===== config.mk =====
export PLATFORM = sky130hd
export DESIGN_NAME = bdb_bounce_driver_flat
export DESIGN_NICKNAME = d
export VERILOG_FILES = /design/src/rtl/bdb_bounce_driver_pkg.sv /design/src/rtl/bdb_bounce_driver_if.sv /design/src/rtl/bdb_bounce_driver_phase_timer.sv /design/src/rtl/bdb_bounce_driver.sv /design/src/flat_wrapper.sv
export SDC_FILE = /design/constraint.sdc
export NUM_CORES = 1
export LEC_CHECK = 0
export CORE_UTILIZATION = 59
export DETAILED_ROUTE_END_ITERATION = 7
export GPL_TIMING_DRIVEN = 0
export PLACE_DENSITY_LB_ADDON = 0.15
export SETUP_SLACK_MARGIN = 0.15
export SLEW_MARGIN = 20
export SYNTH_ARGS = -nofsm -noshare
export SYNTH_HDL_FRONTEND = slang
export SYNTH_SLANG_ARGS = --single-unit

===== constraint.sdc =====
create_clock -name clk -period 5.3 [get_ports clk]
set_input_delay 1.325 -clock clk [delete_from_list [all_inputs] [get_ports clk]]
set_output_delay 1.325 -clock clk [all_outputs]
set_load 0.05 [all_outputs]

===== src/rtl/bdb_bounce_driver_pkg.sv =====
// Shared types for the bounce driver: operation codes, FSM states and the
// operation record used by both the RTL and the bench transaction layer.
package bdb_rtl_pkg;

  typedef enum logic [1:0] {
    nop_op   = 2'd0,
    press_op = 2'd1,
    rsv2_op  = 2'd2,
    rsv3_op  = 2'd3
  } bdb_op_e;

  typedef enum logic [2:0] {
    ST_IDLE         = 3'd0,
    ST_PRESS_BOUNCE = 3'd1,
    ST_PRESS_HOLD   = 3'd2,
    ST_REL_BOUNCE   = 3'd3,
    ST_REL_HOLD     = 3'd4,
    ST_GAP          = 3'd5
  } bdb_state_e;

  typedef struct packed {
    bdb_op_e    code;
    logic [3:0] bounces;
    logic [3:0] hold;
  } bdb_op_t;

  // A hold of zero still produces one full hold unit.
  function automatic logic [3:0] eff_hold(input logic [3:0] h);
    return (h == 4'd0) ? 4'd1 : h;
  endfunction

  function automatic logic is_reserved(input bdb_op_e c);
    return (c == rsv2_op) || (c == rsv3_op);
  endfunction

endpackage


===== src/rtl/bdb_bounce_driver_if.sv =====
// Operation handshake between the transaction producer and the bounce driver.
interface bdb_bounce_driver_if;
  logic       op_valid;
  logic       op_ready;
  logic [1:0] op_code;
  logic [3:0] op_bounces;
  logic [3:0] op_hold;

  modport master (output op_valid, op_code, op_bounces, op_hold, input op_ready);
  modport slave  (input op_valid, op_code, op_bounces, op_hold, output op_ready);
endinterface


===== src/rtl/bdb_bounce_driver_phase_timer.sv =====
// Loadable down-counter; tc is high while the count sits at zero, so a load of
// L-1 yields a phase lasting exactly L cycles.
module bdb_phase_timer #(
  parameter int W = 9
) (
  input  logic         clk,
  input  logic         reset,
  input  logic         load,
  input  logic [W-1:0] load_val,
  output logic [W-1:0] cnt,
  output logic         tc
);

  logic [W-1:0] cnt_q, cnt_d;

  always_comb begin
    cnt_d = cnt_q;
    if (load)
      cnt_d = load_val;
    else if (cnt_q != '0)
      cnt_d = cnt_q - W'(1);
  end

  always_ff @(posedge clk or posedge reset) begin
    if (reset) cnt_q <= '0;
    else       cnt_q <= cnt_d;
  end

  assign cnt = cnt_q;
  assign tc  = (cnt_q == '0);

endmodule


===== src/rtl/bdb_bounce_driver.sv =====
// Turns button operations into a raw, contact-bouncing button waveform.
// All outputs are registered copies of values derived from the next state.
module bdb_bounce_driver
  import bdb_rtl_pkg::*;
#(
  parameter int BOUNCE_CYCLES = 4,
  parameter int HOLD_UNIT     = 16,
  parameter int CNT_W         = 16
) (
  input  logic                 clk,
  input  logic                 reset,
  bdb_bounce_driver_if.slave   ifc,
  output logic                 btn_raw,
  output logic                 busy,
  output logic                 op_done,
  output logic [CNT_W-1:0]     op_count,
  output logic                 op_err
);

  localparam int CLB = $clog2(BOUNCE_CYCLES);
  localparam int CLH = $clog2(15 * HOLD_UNIT);
  localparam int TW  = ((CLB > CLH) ? CLB : CLH) + 1;

  bdb_state_e       state_q, state_d;
  logic [3:0]       bounces_q, bounces_d;
  logic [3:0]       hold_q, hold_d;
  logic [3:0]       pairs_q, pairs_d;
  logic             half_q, half_d;
  logic             err_q, err_d;
  logic             btn_q, btn_d;
  logic             done_q, done_d;
  logic             ready_q, ready_d;
  logic             busy_q, busy_d;
  logic [CNT_W-1:0] cnt_q, cnt_d;

  bdb_op_t          op_in;
  logic             accept;
  logic [3:0]       hold_src;
  logic [TW-1:0]    hold_val, bounce_val, tmr_val, tmr_cnt;
  logic             tmr_load, tmr_tc, tmr_next_zero;

  assign op_in      = '{code: bdb_op_e'(ifc.op_code), bounces: ifc.op_bounces, hold: ifc.op_hold};
  assign accept     = ifc.op_valid && ready_q;
  assign hold_src   = accept ? op_in.hold : hold_q;
  assign hold_val   = TW'(int'(eff_hold(hold_src)) * HOLD_UNIT - 1);
  assign bounce_val = TW'(BOUNCE_CYCLES - 1);

  bdb_phase_timer #(.W(TW)) u_timer (
    .clk      (clk),
    .reset    (reset),
    .load     (tmr_load),
    .load_val (tmr_val),
    .cnt      (tmr_cnt),
    .tc       (tmr_tc)
  );

  always_comb begin
    state_d   = state_q;
    bounces_d = bounces_q;
    hold_d    = hold_q;
    pairs_d   = pairs_q;
    half_d    = half_q;
    err_d     = err_q;
    tmr_load  = 1'b0;
    tmr_val   = bounce_val;

    case (state_q)
      ST_IDLE: begin
        if (accept) begin
          bounces_d = op_in.bounces;
          hold_d    = op_in.hold;
          tmr_load  = 1'b1;
          if (op_in.code == press_op) begin
            if (op_in.bounces != 4'd0) begin
              state_d = ST_PRESS_BOUNCE;
              pairs_d = op_in.bounces;
              half_d  = 1'b0;
              tmr_val = bounce_val;
            end else begin
              state_d = ST_PRESS_HOLD;
              tmr_val = hold_val;
            end
          end else begin
            state_d = ST_GAP;
            tmr_val = hold_val;
            if (is_reserved(op_in.code)) err_d = 1'b1;
          end
        end
      end
      ST_PRESS_BOUNCE, ST_REL_BOUNCE: begin
        if (tmr_tc) begin
          tmr_load = 1'b1;
          if (!half_q) begin
            half_d  = 1'b1;
            tmr_val = bounce_val;
          end else if (pairs_q == 4'd1) begin
            half_d  = 1'b0;
            state_d = (state_q == ST_PRESS_BOUNCE) ? ST_PRESS_HOLD : ST_REL_HOLD;
            tmr_val = hold_val;
          end else begin
            pairs_d = pairs_q - 4'd1;
            half_d  = 1'b0;
            tmr_val = bounce_val;
          end
        end
      end
      ST_PRESS_HOLD: begin
        if (tmr_tc) begin
          tmr_load = 1'b1;
          if (bounces_q != 4'd0) begin
            state_d = ST_REL_BOUNCE;
            pairs_d = bounces_q;
            half_d  = 1'b0;
            tmr_val = bounce_val;
          end else begin
            state_d = ST_REL_HOLD;
            tmr_val = hold_val;
          end
        end
      end
      ST_REL_HOLD, ST_GAP: begin
        if (tmr_tc) state_d = ST_IDLE;
      end
      default: state_d = ST_IDLE;
    endcase
  end

  // Predict the timer reaching zero so op_done lands on the final low cycle.
  assign tmr_next_zero = tmr_load ? (tmr_val == '0) : (tmr_cnt <= TW'(1));

  always_comb begin
    btn_d = 1'b0;
    case (state_d)
      ST_PRESS_BOUNCE: btn_d = ~half_d;
      ST_PRESS_HOLD:   btn_d = 1'b1;
      ST_REL_BOUNCE:   btn_d = half_d;
      default:         btn_d = 1'b0;
    endcase
    done_d  = ((state_d == ST_REL_HOLD) || (state_d == ST_GAP)) && tmr_next_zero;
    cnt_d   = done_d ? (cnt_q + CNT_W'(1)) : cnt_q;
    ready_d = (state_d == ST_IDLE);
    busy_d  = (state_d != ST_IDLE);
  end

  always_ff @(posedge clk or posedge reset) begin
    if (reset) begin
      state_q   <= ST_IDLE;
      bounces_q <= '0;
      hold_q    <= '0;
      pairs_q   <= '0;
      half_q    <= 1'b0;
      err_q     <= 1'b0;
      btn_q     <= 1'b0;
      done_q    <= 1'b0;
      ready_q   <= 1'b1;
      busy_q    <= 1'b0;
      cnt_q     <= '0;
    end else begin
      state_q   <= state_d;
      bounces_q <= bounces_d;
      hold_q    <= hold_d;
      pairs_q   <= pairs_d;
      half_q    <= half_d;
      err_q     <= err_d;
      btn_q     <= btn_d;
      done_q    <= done_d;
      ready_q   <= ready_d;
      busy_q    <= busy_d;
      cnt_q     <= cnt_d;
    end
  end

  assign ifc.op_ready = ready_q;
  assign btn_raw      = btn_q;
  assign busy         = busy_q;
  assign op_done      = done_q;
  assign op_count     = cnt_q;
  assign op_err       = err_q;

endmodule


===== src/flat_wrapper.sv =====
// flat-port wrapper written by rule: the top's interface ports become plain ports
module bdb_bounce_driver_flat import bdb_rtl_pkg::*;
#(
  parameter int BOUNCE_CYCLES = 4,
  parameter int HOLD_UNIT     = 16,
  parameter int CNT_W         = 16
)
  (clk, reset, btn_raw, busy, op_done, op_count, op_err, ifc_op_valid, ifc_op_code, ifc_op_bounces, ifc_op_hold, ifc_op_ready);
  bdb_bounce_driver_if ifc_i ();
  input  logic clk;
  input  logic reset;
  output logic btn_raw;
  output logic busy;
  output logic op_done;
  output logic [CNT_W-1:0] op_count;
  output logic op_err;
  input wire logic [$bits(ifc_i.op_valid)-1:0] ifc_op_valid;
  input wire logic [$bits(ifc_i.op_code)-1:0] ifc_op_code;
  input wire logic [$bits(ifc_i.op_bounces)-1:0] ifc_op_bounces;
  input wire logic [$bits(ifc_i.op_hold)-1:0] ifc_op_hold;
  output wire logic [$bits(ifc_i.op_ready)-1:0] ifc_op_ready;
  assign ifc_i.op_valid = ifc_op_valid;
  assign ifc_i.op_code = ifc_op_code;
  assign ifc_i.op_bounces = ifc_op_bounces;
  assign ifc_i.op_hold = ifc_op_hold;
  assign ifc_op_ready = ifc_i.op_ready;
  bdb_bounce_driver #(.BOUNCE_CYCLES(BOUNCE_CYCLES), .HOLD_UNIT(HOLD_UNIT), .CNT_W(CNT_W)) u_core (.clk(clk), .reset(reset), .ifc(ifc_i), .btn_raw(btn_raw), .busy(busy), .op_done(op_done), .op_count(op_count), .op_err(op_err));
endmodule

## After elaboration in Yosys (flattened, before gate mapping)

Index checks and enable logic that the tools add are counted.

- Bits in registers: 46
- Word-level logic and storage cells: 108
- Input port bits: 13

- $lt $le $gt $ge: 1
- Reduce and logical (&&, ||, !) cells: 21
- Bitwise logic cells: 2
- Add/sub/neg operators: 4
- Equal/unequal tests: 22
- Mux-type cells: 46

Operators by type and width:

| operator | number |
|---|---|
| $mux 9 | 10 |
| $mux 4 | 10 |
| $mux 3 | 9 |
| $pmux 9 s3 | 1 |
| $logic_not 9->1 | 2 |
| $add 16x1->16 const B | 1 |
| $ne 2x1->1 const B | 7 |
| $eq 3x2->1 const B | 4 |
| $eq 3x3->1 const B | 4 |
| $pmux 3 s4 | 1 |
| $pmux 4 s3 | 1 |
| $mux 1 | 10 |
| $le 9x1->1 const B | 1 |
| $reduce_and 9->1 | 1 |
| $reduce_bool 9->1 | 1 |
| $sub 8x1->9 const B | 1 |
| $sub 9x1->9 const B | 1 |
| $reduce_bool 4->1 | 2 |
| $eq 3x1->1 const B | 2 |
| $logic_not 3->1 | 2 |
| $pmux 1 s3 | 2 |
| $reduce_bool 3->1 | 2 |
| $eq 2x2->1 const B | 2 |
| $eq 4x1->1 const B | 1 |
| other kinds (14) | 18 |

## Longest topological paths before layout

Gate-level depths: netlist of run 1.

- Word-level depth: 12
- Depth in mapped cells: 10
- Depth with buffers taken out: 9

## Modules after synthesis

Synthesis of run 1 repeated with hierarchy kept, for this count alone.

- Cells, all modules: 279
- Area total of the unflattened synthesis: 2668.8 sq um

Modules (own cells, without submodules):

| module | seq. area each (sq um) | area each (sq um) | instances | cells an instance |
|---|---|---|---|---|
| bdb_bounce_driver | 927.1 | 2113.3 | 1 | 216 |
| bdb_phase_timer | 225.2 | 555.5 | 1 | 63 |

## Worst setup path after synthesis of run 1

Ideal clock, no wire load.

- Kind: in2reg
- From: in ifc_op_valid
- To: reg u_core.busy_q, in the netlist u_core.busy
- Slack: 2137 ps
- Cell stages on the path: 8
- Data arrival time: 3025 ps
- Buffers on the path: 2
- Library setup time: 138 ps
- Cells stage by stage: and2_1 -> clkbuf_1 -> and2_1 -> a211oi_1 -> and2_0 -> clkbuf_1 -> inv_1 -> or3_1

- Longest elaborated chain between the ends: 4

RTL lines:

| item | RTL line | text |
|---|---|---|
| from (decl) | flat_wrapper.sv:17 | `input wire logic [$bits(ifc_i.op_valid)-1:0] ifc_op_valid;` |
| $logic_and 1x1->1 | bdb_bounce_driver.sv:43 | `assign accept = ifc.op_valid && ready_q;` |
| $mux 3 | bdb_bounce_driver.sv:69 | `if (accept) begin` |
| $pmux 3 s4 | bdb_bounce_driver.sv:67 | `case (state_q)` |
| via u_core.state_d[2] | bdb_bounce_driver.sv:24 | `bdb_state_e state_q, state_d;` |
| $reduce_bool 3->1 | bdb_bounce_driver.sv:142 | `busy_d = (state_d != ST_IDLE);` |
| via u_core.busy_d | bdb_bounce_driver.sv:33 | `logic busy_q, busy_d;` |
| to (signal assigned) | bdb_bounce_driver.sv:168 | `busy_q <= busy_d;` |
| to (decl) | bdb_bounce_driver.sv:33 |  |

The timed path passes the listed nets, and every way through them passes these cells.
A chain may end at the register's enable or synchronous reset.

## Worst setup path in the final report of run 1

- From: in ifc_op_valid
- To: reg u_core.ready_q, in the netlist u_core.ifc.op_ready

- Longest elaborated chain between the ends: 4

RTL lines:

| item | RTL line | text |
|---|---|---|
| $logic_and 1x1->1 | bdb_bounce_driver.sv:43 |  |
| $mux 3 | bdb_bounce_driver.sv:69 |  |
| $pmux 3 s4 | bdb_bounce_driver.sv:67 |  |
| via u_core.state_d[2] | bdb_bounce_driver.sv:24 |  |
| $logic_not 3->1 | bdb_bounce_driver.sv:141 | `ready_d = (state_d == ST_IDLE);` |
| via u_core.ready_d | bdb_bounce_driver.sv:32 | `logic ready_q, ready_d;` |
| to (signal assigned) | bdb_bounce_driver.sv:167 | `ready_q <= ready_d;` |
| to (decl) | bdb_bounce_driver.sv:32 |  |

The timed path passes the listed nets, and every way through them passes these cells.

==> results.ini, run 1 <==
[outcome]
status = completed

[sta]
tightest_slew_ps = 674
rsz0062_at_grt = false
fmax_mhz = 278
fin_ws_ps = 1710
hold_viol = 0
relSlewSlack_pct = 54.7
setup-violations-final = 0
slew_viol_final = 0
finalCritPeriodShare_pct = 67.8
min_period_ps = 3590
clock-skew-final_ps = 7.75
tns_ps = 0

[setup_path]
worst_path_max_delay_cell = a211oi_1
end_kind = register
timing.rr.end = u_core.op_count[1]
r2r_setup_slack_ps = 1980
critPathMaxFanout = 6
cp-startpoint = ifc_op_valid
startpoint_type = input port
rr_startpoint = u_core.u_timer.cnt[0]
worst_r2r_path_depth = 7
slowest_delay_ps = 460
path_class = input port to register
cp_cell_sequence = clkdlybuf4s50_1, and2_1, clkbuf_1, and2_1, a211oi_1, and2_0, clkbuf_1, inv_1, or3_1, inv_1
critPathArrivalTime_ps = 3840
critical_path.endpoint = u_core.ifc.op_ready
cp.required_ps = 5550

[global_routing]
track_usage_pct = 28.1
antenna_found_initial = 0
grt_pass1_vias = 2076
overflow = 0
grt_pass1_wl_um = 9620
grt_max_degree = 34

[clock_tree]
clockBufferDepth = 2
clk_pin_slew_ps = 80
cts_hold_buf = 0
cts_tree = built
clk_latency_ps = 300
cts_resized = 0
cts-root-buf = clkbuf_8
cts_made_buffers = 5
cts_setup_buffers = 0
htreeDepth = 2
cts_sinks = 46

[placed_design]
dp_hpwl_um = 4120
gp_congestion = 0.848
port-buffer-count = 33
dpl_worst_slack_ps = 1430
placed_cells = 346

[cells_and_area]
utilization_pct = 75.6
nFillCells = 308
antenna_cells = 0
final_cells = 353
drive_gt1_share_pct = 8.91
nets = 323
syn2layout_area_growth_pct = 20.3

[logic_synthesis]
synthArstFlopShare_pct = 100
synth_ff_type = dfrtp_1
yosysSeqAreaShare_pct = 44.6
ys_ff_latch = 46
synth.area.top_cells = dfrtp_1, xnor2_1, ha_1
synth_edf_count = 0
synth_cells = 262
yosysMostFrequentCell = dfrtp_1
syn_nets = 282
synth_top_area_share_pct = 43.6
syn_avg_cell_area_um2 = 9.86
synthTopCellsByCount = dfrtp_1, nor2_1, xnor2_1
syn_area_mm2 = 0.00258
synthDistinctLibCells = 53
yosys.area.top_type = dfrtp_1
ys_warn_count = 0

[power_and_ir_drop]
vdd_drop_max_mv = 0.319
p_leak_nw = 1.25
finalPower_mw = 1.55
power_density_mw_per_mm2 = 498

[route]
drt_first_pass_iters = 5
first_iter_violations = 198
post_drt_wl_per_cell_um = 16.5
antenna_left = 0
vias = 2171
avgViaCountPerCell = 6.15
drt-total-wl_um = 5820
drc_errors = 0

[floorplan]
design.core.area_mm2 = 0.00412
rows = 23
pin_count = 34
start_util_pct = 62.8
die_w_um = 68.2
die_h_um = 68.2
die_area_mm2 = 0.00465

[flow_run]
drv_cap = 0

[min_path]
min-delay-start = u_core.op_err
hold_path_class = register to register

registers in the layout (all words and copies together) (netlist names):
signal               flops
u_core.op_done           1
u_core.busy              1
u_core.op_count         16
u_core.op_err            1
u_core.ifc.op_ready      1
u_core.btn_raw           1
u_core.u_timer.cnt       9
u_core.pairs_q           4
u_core.hold_q            4
u_core.state_q           3
u_core.half_q            1
u_core.bounces_q         4
worst min path at each step:
stage	end	cells after the start	slack, ps
final	u_core.op_err	1	460
after floorplan	u_core.pairs_q[1]	2	470
after CTS	u_core.op_err	1	470
after global placement	u_core.op_err	1	440
after detailed placement	u_core.op_err	1	450
after global routing	u_core.op_err	1	480
metal layers:
| layer | track usage [%] | vias to the layer above | part of all wire, % |
|---|---|---|---|
| met3 | 7.17 | 16 | 5.4 |
| met5 | 0 | - | 0 |
| met1 | 36.2 | 1055 | 45 |
| met4 | 13.3 | 0 | 2.1 |
| met2 | 43.9 | 72 | 48 |
| li1 | - | 1028 | - |
through the flow:
step / area [um^2] / hold WS (ps)
after global placement: 2980 / 441
final: 3110 / 461
after floorplan: 2580 / 472
after CTS: 3110 / 467
after detailed placement: 3000 / 448
after global routing: 3110 / 476
final cells by class:
type                       instances  area [um^2]  share of cell area (%)
multi-input combinational        195         1350                    43.5
sequential                        46         1150                    37.1
timing repair buffer              34          350                    11.3
clock buffer                       6         82.6                    2.66
tap                               50         62.6                    2.01
inverter                          12         45.0                    1.45
buffer                             9         35.0                    1.13
clock inverter                     1         30.0                   0.966
critical path: cells and delay by family:
kind / cells / cell delay, ps
AO/OA/AOI/OAI: 1 / 460
buffers and inverters: 5 / 1010
AND/OR/NAND/NOR: 4 / 1040
logic make-up (layout without fill, tap and decap cells):
logic type,count (synthesis),in the layout,synth area share (%)
xor gates and xnor gates,24,24,8.14
muxes,10,10,4.21
and+or+nand+nor,105,105,22.9
buffers and inverters,21,62,3.10
DFF,46,46,44.6
adders and majority gates,7,7,3.39
AOI/OAI and AO/OA,49,49,13.7
cell usage in the layout, fill, tap and decap left out, types with 8 or more instances in the layout:
cell type | Yosys | routed
dfrtp_1 | 45 | 45
xnor2_1 | 16 | 16
clkbuf_1 | 8 | 8
o21ai_0 | 10 | 10
inv_1 | 12 | 11
clkdlybuf4s50_1 | 0 | 33
xor2_1 | 8 | 8
nand2b_1 | 8 | 8
nand2_1 | 13 | 13
nor2_1 | 20 | 20
nor3_1 | 13 | 13
a21oi_1 | 8 | 8
nand3_1 | 11 | 11
power by group:
part | internal (mW) | total (mW) | leakage [nW] | switching, mW
clock | 0.151 | 0.268 | 0.0573 | 0.117
sequential | 0.464 | 0.579 | 0.565 | 0.115
combinational | 0.285 | 0.701 | 0.627 | 0.416
total | 0.900 | 1.55 | 1.25 | 0.648
Note: power is estimated with default switching activity, not from simulation.
==> run 2: changes to the inputs <==
--- a/config.mk
+++ b/config.mk
@@ -5,7 +5,7 @@
 export SDC_FILE = /design/constraint.sdc
 export NUM_CORES = 1
 export LEC_CHECK = 0
-export CORE_UTILIZATION = 59
+export CORE_UTILIZATION = 55
 export DETAILED_ROUTE_END_ITERATION = 7
 export GPL_TIMING_DRIVEN = 0
 export PLACE_DENSITY_LB_ADDON = 0.15
==> constraint.sdc (replaced) <==
create_clock -name clk -period 3.6 [get_ports clk]
set_input_delay 0.9 -clock clk [delete_from_list [all_inputs] [get_ports clk]]
set_output_delay 0.9 -clock clk [all_outputs]
set_load 0.05 [all_outputs]
==> results.ini, run 2 (synthesis gave the netlist of run 1 again) <==
[outcome]
status = finished with violations
violations = DRC

[sta]
rsz0062_at_grt = false
slew_viol_final = 0  ; unchanged
clock-skew-final_ps = 8.08  ; +0.325 ps
hold_viol = 0  ; unchanged
setup-violations-final = 0  ; unchanged
tightest_slew_ps = 673  ; -0.369 ps
min_period_ps = 3200
tns_ps = 0  ; unchanged
finalCritPeriodShare_pct = 88.8
holdWs_ps = 458  ; -2.51 ps
fmax_mhz = 313
relSlewSlack_pct = 54.7  ; about the same

[floorplan]
start_util_pct = 58.1  ; -4.6 points
die_area_mm2 = 0.00498  ; +7.1%
rows = 24  ; +4.3%
design.core.area_mm2 = 0.00444  ; +8.0%
die_w_um = 70.5  ; +3.5%
pin_count = 34  ; unchanged
die_h_um = 70.5  ; +3.5%

[power_and_ir_drop]
finalPower_mw = 2.19  ; +41%
clockPowerShare_pct = 14.8  ; -2.5 points
power.switching_mw = 0.929  ; +43%
switching_share_pct = 42.5  ; +0.65 points
vdd_drop_max_mv = 0.477  ; +50%
p_comb_share_pct = 46.4  ; +1.1 points
power_density_mw_per_mm2 = 707  ; +42%
cell_internal_pwr_mw = 1.26  ; +40%
sequentialPowerShare_pct = 38.8  ; +1.4 points
p_leak_nw = 1.24  ; -0.72%

[setup_path]
critPathMaxFanout = 6  ; unchanged
r2r_setup_slack_ps = 450  ; -1530 ps
end_kind = register
startpoint_type = input port
cp.required_ps = 3850  ; -1700 ps
critPathArrivalTime_ps = 3440  ; -400 ps
path_class = input port to register

[clock_tree]
clk_pin_slew_ps = 90  ; about the same
cts_tree = built
cts_setup_buffers = 0  ; unchanged
cts-root-buf = clkbuf_8
cts_resized = 0  ; unchanged
clockBufferDepth = 2  ; unchanged
cts_made_buffers = 5  ; unchanged
clk_latency_ps = 300  ; about the same
cts_sinks = 46  ; unchanged
cts_hold_buf = 0  ; unchanged
htreeDepth = 2  ; unchanged

[cells_and_area]
nets = 323  ; unchanged
largest_reg_flops = 16  ; unchanged
final_cells = 356  ; +0.85%
antenna_cells = 0  ; unchanged
drive_gt1_share_pct = 8.88  ; -0.029 points
final_cell_mix = dfrtp_1, clkdlybuf4s50_1, nor2_1, xnor2_1
layout_commonest_cell = dfrtp_1
utilization_pct = 69.5  ; -6.0 points
syn2layout_area_growth_pct = 19.6

[global_routing]
grt_pass1_wl_um = 8830  ; -8.2%
grt_pass1_vias = 1896  ; -8.7%
track_usage_pct = 22.4  ; -5.7 points
antenna_found_initial = 0  ; unchanged
overflow = 0  ; unchanged
grt_max_degree = 35  ; +2.9%

[route]
drt-total-wl_um = 5340  ; -8.3%
avgViaCountPerCell = 5.88  ; -4.3%
post_drt_wl_per_cell_um = 15.0  ; -9.0%
antenna_left = 0  ; unchanged
vias = 2095  ; -3.5%
drt_first_pass_iters = 7  ; +2
drc_errors = 4  ; +4
first_iter_violations = 247  ; +25%

[placed_design]
placed_cells = 348  ; +0.58%
dp_hpwl_um = 4000  ; -3.0%
gp_congestion = 0.842  ; -0.77%
port-buffer-count = 33  ; unchanged

[flow_run]
drv_cap = 0  ; unchanged

[min_path]
hold_path_class = register to register

[run 2: metrics by stage]
stage / worst slack (ps) / area (um^2)
finish: 402 / 3090
global route: 220 / 3090
CTS: 409 / 3090
detailed placement: 109 / 3000
global placement: 114 / 2980
floorplan: 809 / 2580
[run 2: routing by layer]
| layer | wire length (um) | part of all wire, % | global-route usage (%) | vias up |
|---|---|---|---|---|
| met5 | 0 | 0 | 0 | - |
| met4 | 48 | 0.90 | 6.00 | 0 |
| met3 | 192 | 3.6 | 3.70 | 5 |
| met2 | 2440 | 46 | 34.8 | 43 |
| met1 | 2660 | 50 | 32.9 | 1020 |
| li1 | - | - | - | 1027 |
[run 2: critical path, cell delays in order]
cell             delay, ps
clkdlybuf4s50_1        410
and2_1                 160
clkbuf_1               170
and2_1                 230
a211oi_1               490
and2_0                 210
clkbuf_1               240
inv_1                  110
or3_1                  430
inv_1                   90
[run 2: layout make-up]
| class | count | area [um^2] |
|---|---|---|
| tap | 52 | 65.1 |
| timing repair buffer | 34 | 350 |
| inverter | 12 | 45.0 |
| sequential | 46 | 1150 |
| fill | 365 | 1350 |
| clock inverter | 1 | 5.00 |
| multi-input combinational | 195 | 1350 |
| buffer | 9 | 35.0 |
| clock buffer | 7 | 86.3 |
[run 2: worst paths after layout]
| kind | start | end | cells past startpoint |
|---|---|---|---|
| max | ifc_op_valid | u_core.ifc.op_ready | 10 |
| min | u_core.op_err | u_core.op_err | 1 |
| max reg2reg | u_core.u_timer.cnt[0] | u_core.op_count[11] | 8 |
| min reg2reg | u_core.op_err | u_core.op_err | 1 |
| max in group asynchronous | reset | u_core.ifc.op_ready | 3 |
| min in group asynchronous | reset | u_core.op_count[0] | 2 |
[run 2: power groups by stage]
stage	combinational (mW)	sequential (mW)	clock (mW)
floorplan	0.657	0.932	0
global placement	0.987	0.849	0
detailed placement	1.00	0.856	0
CTS	1.01	0.845	0.331
global route	1.11	0.870	0.346
finish	1.01	0.848	0.324
